===== src/rtl/hz_bcd_converter.sv =====
// Sequential double-dabble binary-to-BCD converter for the frequency meter.
// One shift per clock, leading-zero blanking, start/busy/done handshake.
module hz_bcd_converter #(
  parameter int WIDTH      = 28,
  parameter int DIGITS     = 9,
  parameter bit AUTO_START = 1'b1
) (
  input  logic                  clk,
  input  logic                  rst_a_n,
  input  logic [WIDTH-1:0]      bin_in,
  input  logic                  start,
  output logic                  busy,
  output logic                  done,
  output logic [4*DIGITS-1:0]   bcd,
  output logic [DIGITS-1:0]     digit_en
);

  localparam int BW = 4 * DIGITS;
  localparam int CW = $clog2(WIDTH + 1);

  typedef enum logic [1:0] {
    IDLE,
    SHIFT,
    LOAD
  } state_e;

  state_e              state_q, state_d;
  logic [WIDTH-1:0]    bin_q, bin_d;
  logic [WIDTH-1:0]    last_q, last_d;
  logic [BW-1:0]       scr_q, scr_d;
  logic [CW-1:0]       cnt_q, cnt_d;
  logic                busy_q, busy_d;
  logic                done_q, done_d;
  logic [BW-1:0]       bcd_q, bcd_d;
  logic [DIGITS-1:0]   den_q, den_d;

  logic [BW-1:0]       adj;
  logic [DIGITS-1:0]   den_calc;
  logic                nz;
  logic                trig;

  assign trig = start | (AUTO_START && (bin_in != last_q));

  always_comb begin
    adj = scr_q;
    for (int i = 0; i < DIGITS; i++) begin
      if (scr_q[4*i +: 4] >= 4'd5)
        adj[4*i +: 4] = scr_q[4*i +: 4] + 4'd3;
    end
  end

  // A digit is lit if it or any more significant digit is nonzero.
  always_comb begin
    nz       = 1'b0;
    den_calc = '0;
    for (int i = DIGITS - 1; i >= 0; i--) begin
      nz          = nz | (|scr_q[4*i +: 4]);
      den_calc[i] = nz;
    end
    den_calc[0] = 1'b1;
  end

  always_comb begin
    state_d = state_q;
    bin_d   = bin_q;
    last_d  = last_q;
    scr_d   = scr_q;
    cnt_d   = cnt_q;
    busy_d  = busy_q;
    done_d  = 1'b0;
    bcd_d   = bcd_q;
    den_d   = den_q;
    unique case (state_q)
      IDLE: begin
        if (trig) begin
          bin_d   = bin_in;
          last_d  = bin_in;
          scr_d   = '0;
          cnt_d   = '0;
          busy_d  = 1'b1;
          state_d = SHIFT;
        end
      end
      SHIFT: begin
        {scr_d, bin_d} = {adj, bin_q} << 1;
        cnt_d = cnt_q + CW'(1);
        if (cnt_q == CW'(WIDTH - 1))
          state_d = LOAD;
      end
      LOAD: begin
        bcd_d   = scr_q;
        den_d   = den_calc;
        done_d  = 1'b1;
        busy_d  = 1'b0;
        state_d = IDLE;
      end
      default: state_d = IDLE;
    endcase
  end

  always_ff @(posedge clk or negedge rst_a_n) begin
    if (!rst_a_n) begin
      state_q <= IDLE;
      bin_q   <= '0;
      last_q  <= '0;
      scr_q   <= '0;
      cnt_q   <= '0;
      busy_q  <= 1'b0;
      done_q  <= 1'b0;
      bcd_q   <= '0;
      den_q   <= DIGITS'(1);
    end else begin
      state_q <= state_d;
      bin_q   <= bin_d;
      last_q  <= last_d;
      scr_q   <= scr_d;
      cnt_q   <= cnt_d;
      busy_q  <= busy_d;
      done_q  <= done_d;
      bcd_q   <= bcd_d;
      den_q   <= den_d;
    end
  end

  assign busy     = busy_q;
  assign done     = done_q;
  assign bcd      = bcd_q;
  assign digit_en = den_q;

endmodule


===== config.mk =====
export PLATFORM = sky130hd
export DESIGN_NAME = hz_bcd_converter
export DESIGN_NICKNAME = d
export VERILOG_FILES = /design/src/rtl/hz_bcd_converter.sv
export SDC_FILE = /design/constraint.sdc
export NUM_CORES = 1
export LEC_CHECK = 0
export BUFFER_PORTS_ARGS = -buffer_cell sky130_fd_sc_hd__buf_2
export CAP_MARGIN = 20
export CORE_MARGIN = 1.5
export CORE_UTILIZATION = 50
export CTS_BUF_LIST = sky130_fd_sc_hd__clkbuf_8
export CTS_CLUSTER_DIAMETER = 40
export DETAILED_ROUTE_END_ITERATION = 8
export PLACE_DENSITY = 0.74
export SLEW_MARGIN = 20
export SYNTH_ARGS = -nofsm -noshare
export SYNTH_HDL_FRONTEND = slang
export SYNTH_SLANG_ARGS = --single-unit

===== constraint.sdc =====
create_clock -name clk -period 2 [get_ports clk]
set_clock_uncertainty 0.1 [all_clocks]
set_input_delay 0.4 -clock clk [delete_from_list [all_inputs] [get_ports clk]]
set_output_delay 0.4 -clock clk [all_outputs]
set_load 0.005 [all_outputs]

After elaboration in Yosys (flattened, before gate mapping) --
Cells that the tools add are included.
Storage, ports and cells: flip-flop bits (word level) 145, logic and storage cells 78
Cells by class: $add $sub $neg 10, order comparisons 9, equal/unequal tests 6, muxes and demuxes 21, bitwise logic cells 8, reductions and logical operators 15
Operator list (number):
- case mux 36 bit (2 select lines) | 1
- case mux 28 bit (2 select lines) | 1
- greater-or-equal comparator 4 x 3 -> 1 bit, second input constant | 9
- 2-to-1 mux 36 bit | 1
- adder 4 x 2 -> 4 bit, second input constant | 8
- 2-to-1 mux 4 bit | 8
- OR reduction 4 bit | 8
- 2-to-1 mux 28 bit | 1
- != test 28 bit | 1
- case mux 5 bit (2 select lines) | 1
- bitwise OR 1 bit | 8
- AND reduction 2 bit | 4
- adder 5 x 1 -> 5 bit, second input constant | 1
- equality test 5 bit, second input constant | 1
- 2-to-1 mux 5 bit | 1
- 2-to-1 mux 2 bit | 2
- != test 2 bit, second input constant | 2
- case mux 2 bit (2 select lines) | 1
- nonzero test 2 bit | 2
- adder 3 x 2 -> 3 bit, second input constant | 1
- 2-to-1 mux 3 bit | 1
- equality test 2 x 1 -> 1 bit, second input constant | 1
- equality test 2 bit, second input constant | 1
- zero test 2 bit | 1
- other kinds (2) | 3

Longest topological paths before layout --
depth after elaboration 8, depth in mapped cells 8, mapped depth without buffers 7

Least setup slack after synthesis --
OpenSTA, ideal clock, no wires.
kind input to register, start input bin_in[0], end register bin_q[10], library setup time 126 ps, arrival 1738 ps, path slack 36 ps, stages on the path 7, cells stage by stage xnor2_1 -> nand4_1 -> nor4_2 -> a211oi_2 -> buf_4 -> buf_6 -> a221o_1
Between the ends: word-level cells in the longest chain between the ends 4
Ends and longest elaborated chain:
- from (decl) | line 10 | input logic [WIDTH-1:0] bin_in,
- != test 28 bit | line 42 | assign trig = start | (AUTO_START && (bin_in != last_q));
- bitwise OR 1 bit | line 42
- != test 2 bit (no line)
- AND reduction 2 bit (no line)
- to (signal assigned) | line 114 | bin_q <= bin_d;
- to (decl) | line 28 | logic [WIDTH-1:0] bin_q, bin_d;
Every way passes these cells. A chain may end at the register's enable or synchronous reset.

Worst setup path in the final report --
start register last_q[9], end register bin_q[27]
Between the ends: word-level cells in the longest chain between the ends 4
Ends and longest elaborated chain:
- from (decl) | line 29 | logic [WIDTH-1:0] last_q, last_d;
- from (signal assigned) | line 115 | last_q <= last_d;
- != test 28 bit | line 42
- bitwise OR 1 bit | line 42
- != test 2 bit (no line)
- AND reduction 2 bit (no line)
Every way passes these cells.

==> impl_metrics.toml <==
[sta]
tns_ps = -944.0
clock.fmax_mhz = 488.1
fin_ws_ps = -48.87
report.final.hold_viol_count = 0
setup_viol = 44
period_minus_slack_ps = 2049
grt_setup_unrepaired = "true"
maxSlewViolCount = 0
fin_crit_sh_pct = 102.4

[logic_synthesis]
yosysSeqAreaShare_pct = 53.03
synth-seq-cells = 145
synth_top_cell_by_area = "dfrtp_1"
synth_fp_nets = 704
synth_top_area_share_pct = 53.03
synth_area_um2 = 6843
netlist_top_cells_area = "dfrtp_1 53%, nand2_1 6.0%, ha_1 4.9%"
synthTopCellsByCount = "145 x dfrtp_1, 109 x nand2_1, 36 x o21ai_0, 29 x mux2_2"
synthArstFlopShare_pct = 100.0
synthCells = 646
synth.distinct_cells = 39
synth_edf_count = 0
synth_most_common_cell = "dfrtp_1"
postSynthAreaPerCell_um2 = 10.59
synth_ff_type = "dfrtp_1"
ys_warn_count = 0

[cts]
cts_sinks = 145
tritoncts = "yes"
cts_buffer_depth = 2
numCtsBuffers = 17
clk_pin_slew_ps = 80
htree_levels = 4
cts_root_buf = "clkbuf_8"
insertion_delay_ps = 450

[placement]
dp_hpwl_mm = 10.26
gp_congestion = 0.8199
placed_area_um2 = 7919
placed_cells = 935
port_buffers = 76
pre_cts_ws_ps = -279.3

[worst_hold_path]
hp-start = "bin_in[23]"
holdCritPathClass = "in -> reg"

[outcome]
status = "finished with violations"
failed_checks = "setup timing"

[grt]
grt_pass1_vias = 5408
grt_start_max_net_pins = 69
grt.total_usage_pct = 22.58
antenna_found_initial = 0
gr-total-overflow = 0
grt_first_pass_wirelength_mm = 25.76

[finish]
postLayoutCellArea_um2 = 8497
regArea_um2 = 3628
post-route-util_pct = 63.91
diodes = 0
multi_input_area_um2 = 3078
nNetsFinal = 842
layout-drive-gt1-share_pct = 29.99
area_growth_pct = 24.17
fin_cells = 973
fillers = 1045

[critical_path]
endpoint_kind = "register"
cp-endpoint = "bin_q[27]"
cp-startpoint = "last_q[9]"
critPathKind = "reg -> reg"
worstPathCellList = "xnor2_1 > nand4_1 > nor4_2 > buf_4 > a211oi_4 > buf_6 > buf_6 > a221o_1"
cp.depth = 8
crit_path_frequent_cell = "buf_6"
r2r_start = "last_q[9]"
r2r_slack_ps = -50
setup.worst_path.start_class = "register"
crit_fanout = 12
arrival_ps = 2290
critPathMaxStageDelay_ps = 390
path_buf_inv = 3
cp_slowest_cell = "dfrtp_1"
cp_top_family = "buffers and inverters"
required_ps = 2240
r2r-end = "bin_q[27]"
rr_worst_depth = 8

[die]
rows = 42
start_util_pct = 51.47
ios = 78
core-area_um2 = 13300
die_h_um = 120.0
die_w_um = 120.0
dieArea_um2 = 14400

[route]
wl_mm = 14.93
drtIter0Drc = 278
drcViolationCount = 0
ant_nets = 0
wl_per_cell_um = 15.34
via_count = 5326
drt-pass1-iter-count = 5
vias_per_cell = 5.474

[power_and_ir_drop]
p_per_area_nw_per_um2 = 1258
vdd_drop_max_mv = 0.5767
p_leak_uw = 0.003981

[job]
drv_cap = 0
==> area by class of cell <==
cell class                      count  area share [%]
Clock buffer                       21           3.402
Clock inverter                     11           1.590
Inverter                           20          0.8835
Multi-Input combinational cell    444           36.22
Sequential cell                   145           42.70
Tap cell                          176           2.592
Timing Repair Buffer              156           12.60
==> logic make-up (layout without fill, tap and decap cells) <==
family                   Yosys count  in the layout  share of synthesized area [%]
AO/OA/AOI/OAI                    137            137                          13.35
XOR/XNOR                          40             40                          5.120
adder cells (fa/ha/maj)           27             27                          4.937
buffers and inverters             57            208                          3.675
flip-flops                       145            145                          53.03
multiplexers                      29             29                          4.772
other                              1              1                        0.05480
AND/OR/NAND/NOR                  210            210                          15.07
==> timing repair <==
| action | CTS | global route |
|---|---|---|
| buffers inserted | 7 | 1 |
| pin swaps | 13 | 17 |
| hold buffers | 1 | 0 |
| endpoints found under the hold margin | 145 | 0 |
| endpoints found under the setup margin | 76 | 82 |
| gates resized for setup | 17 | 13 |
==> how the worst min path moves through the flow <==
stage	depth (start not counted)	slack, ps	end
2_1_floorplan	0	4	bcd[0]
3_3_place_gp	1	110	busy
3_5_place_dp	1	120	busy
4_1_cts	3	180	bin_q[15]
5_1_grt	3	200	bin_q[23]
6_report	3	200	bin_q[23]
==> worst min-delay path: cells and delay by family <==
kind / cells / cell delay [ps]
buffers and inverters: 2 / 200
AOI/OAI and AO/OA: 1 / 120
==> placed cells by master (no fill, tap or decap), types with 25 or more instances in the layout <==
cell / instances
dfrtp_1: 145
ha_1: 25
o21ai_0: 32
and2_1: 27
buf_4: 69
buf_2: 75
a21oi_1: 25
a221o_1: 27
nand2_1: 108
mux2_2: 29
==> state kept, by name (all words and copies together) (netlist names) <==
signal    flops
scr_q        36
last_q       28
bin_q        28
bcd          36
done          1
digit_en      8
busy          1
state_q       2
cnt_q         5
==> routing by layer <==
layer	global-route usage (%)	vias up	routed length, um
met3	4.848	26	635
met2	38.82	130	7630
li1	-	2524	-
met4	8.036	0	302
met1	28.12	2646	6360
met5	0	-	0
==> power breakdown <==
| part | total [uW] | internal (uW) | switching, uW | leakage (uW) |
|---|---|---|---|---|
| logic | 3600 | 1900 | 1700 | 0.00197 |
| clock network | 2430 | 1350 | 1080 | 0.000223 |
| registers | 4660 | 3900 | 757 | 0.00179 |
==> metrics by stage <==
stage | total power (uW) | hold WS, ps
floorplan | 6713 | 4.409
global placement | 7880 | 114.7
detailed placement | 8141 | 117.3
CTS | 10700 | 175.0
global route | 11470 | 198.4
finish | 10690 | 199.2
No activity file was read; power rests on OpenSTA's default activity.
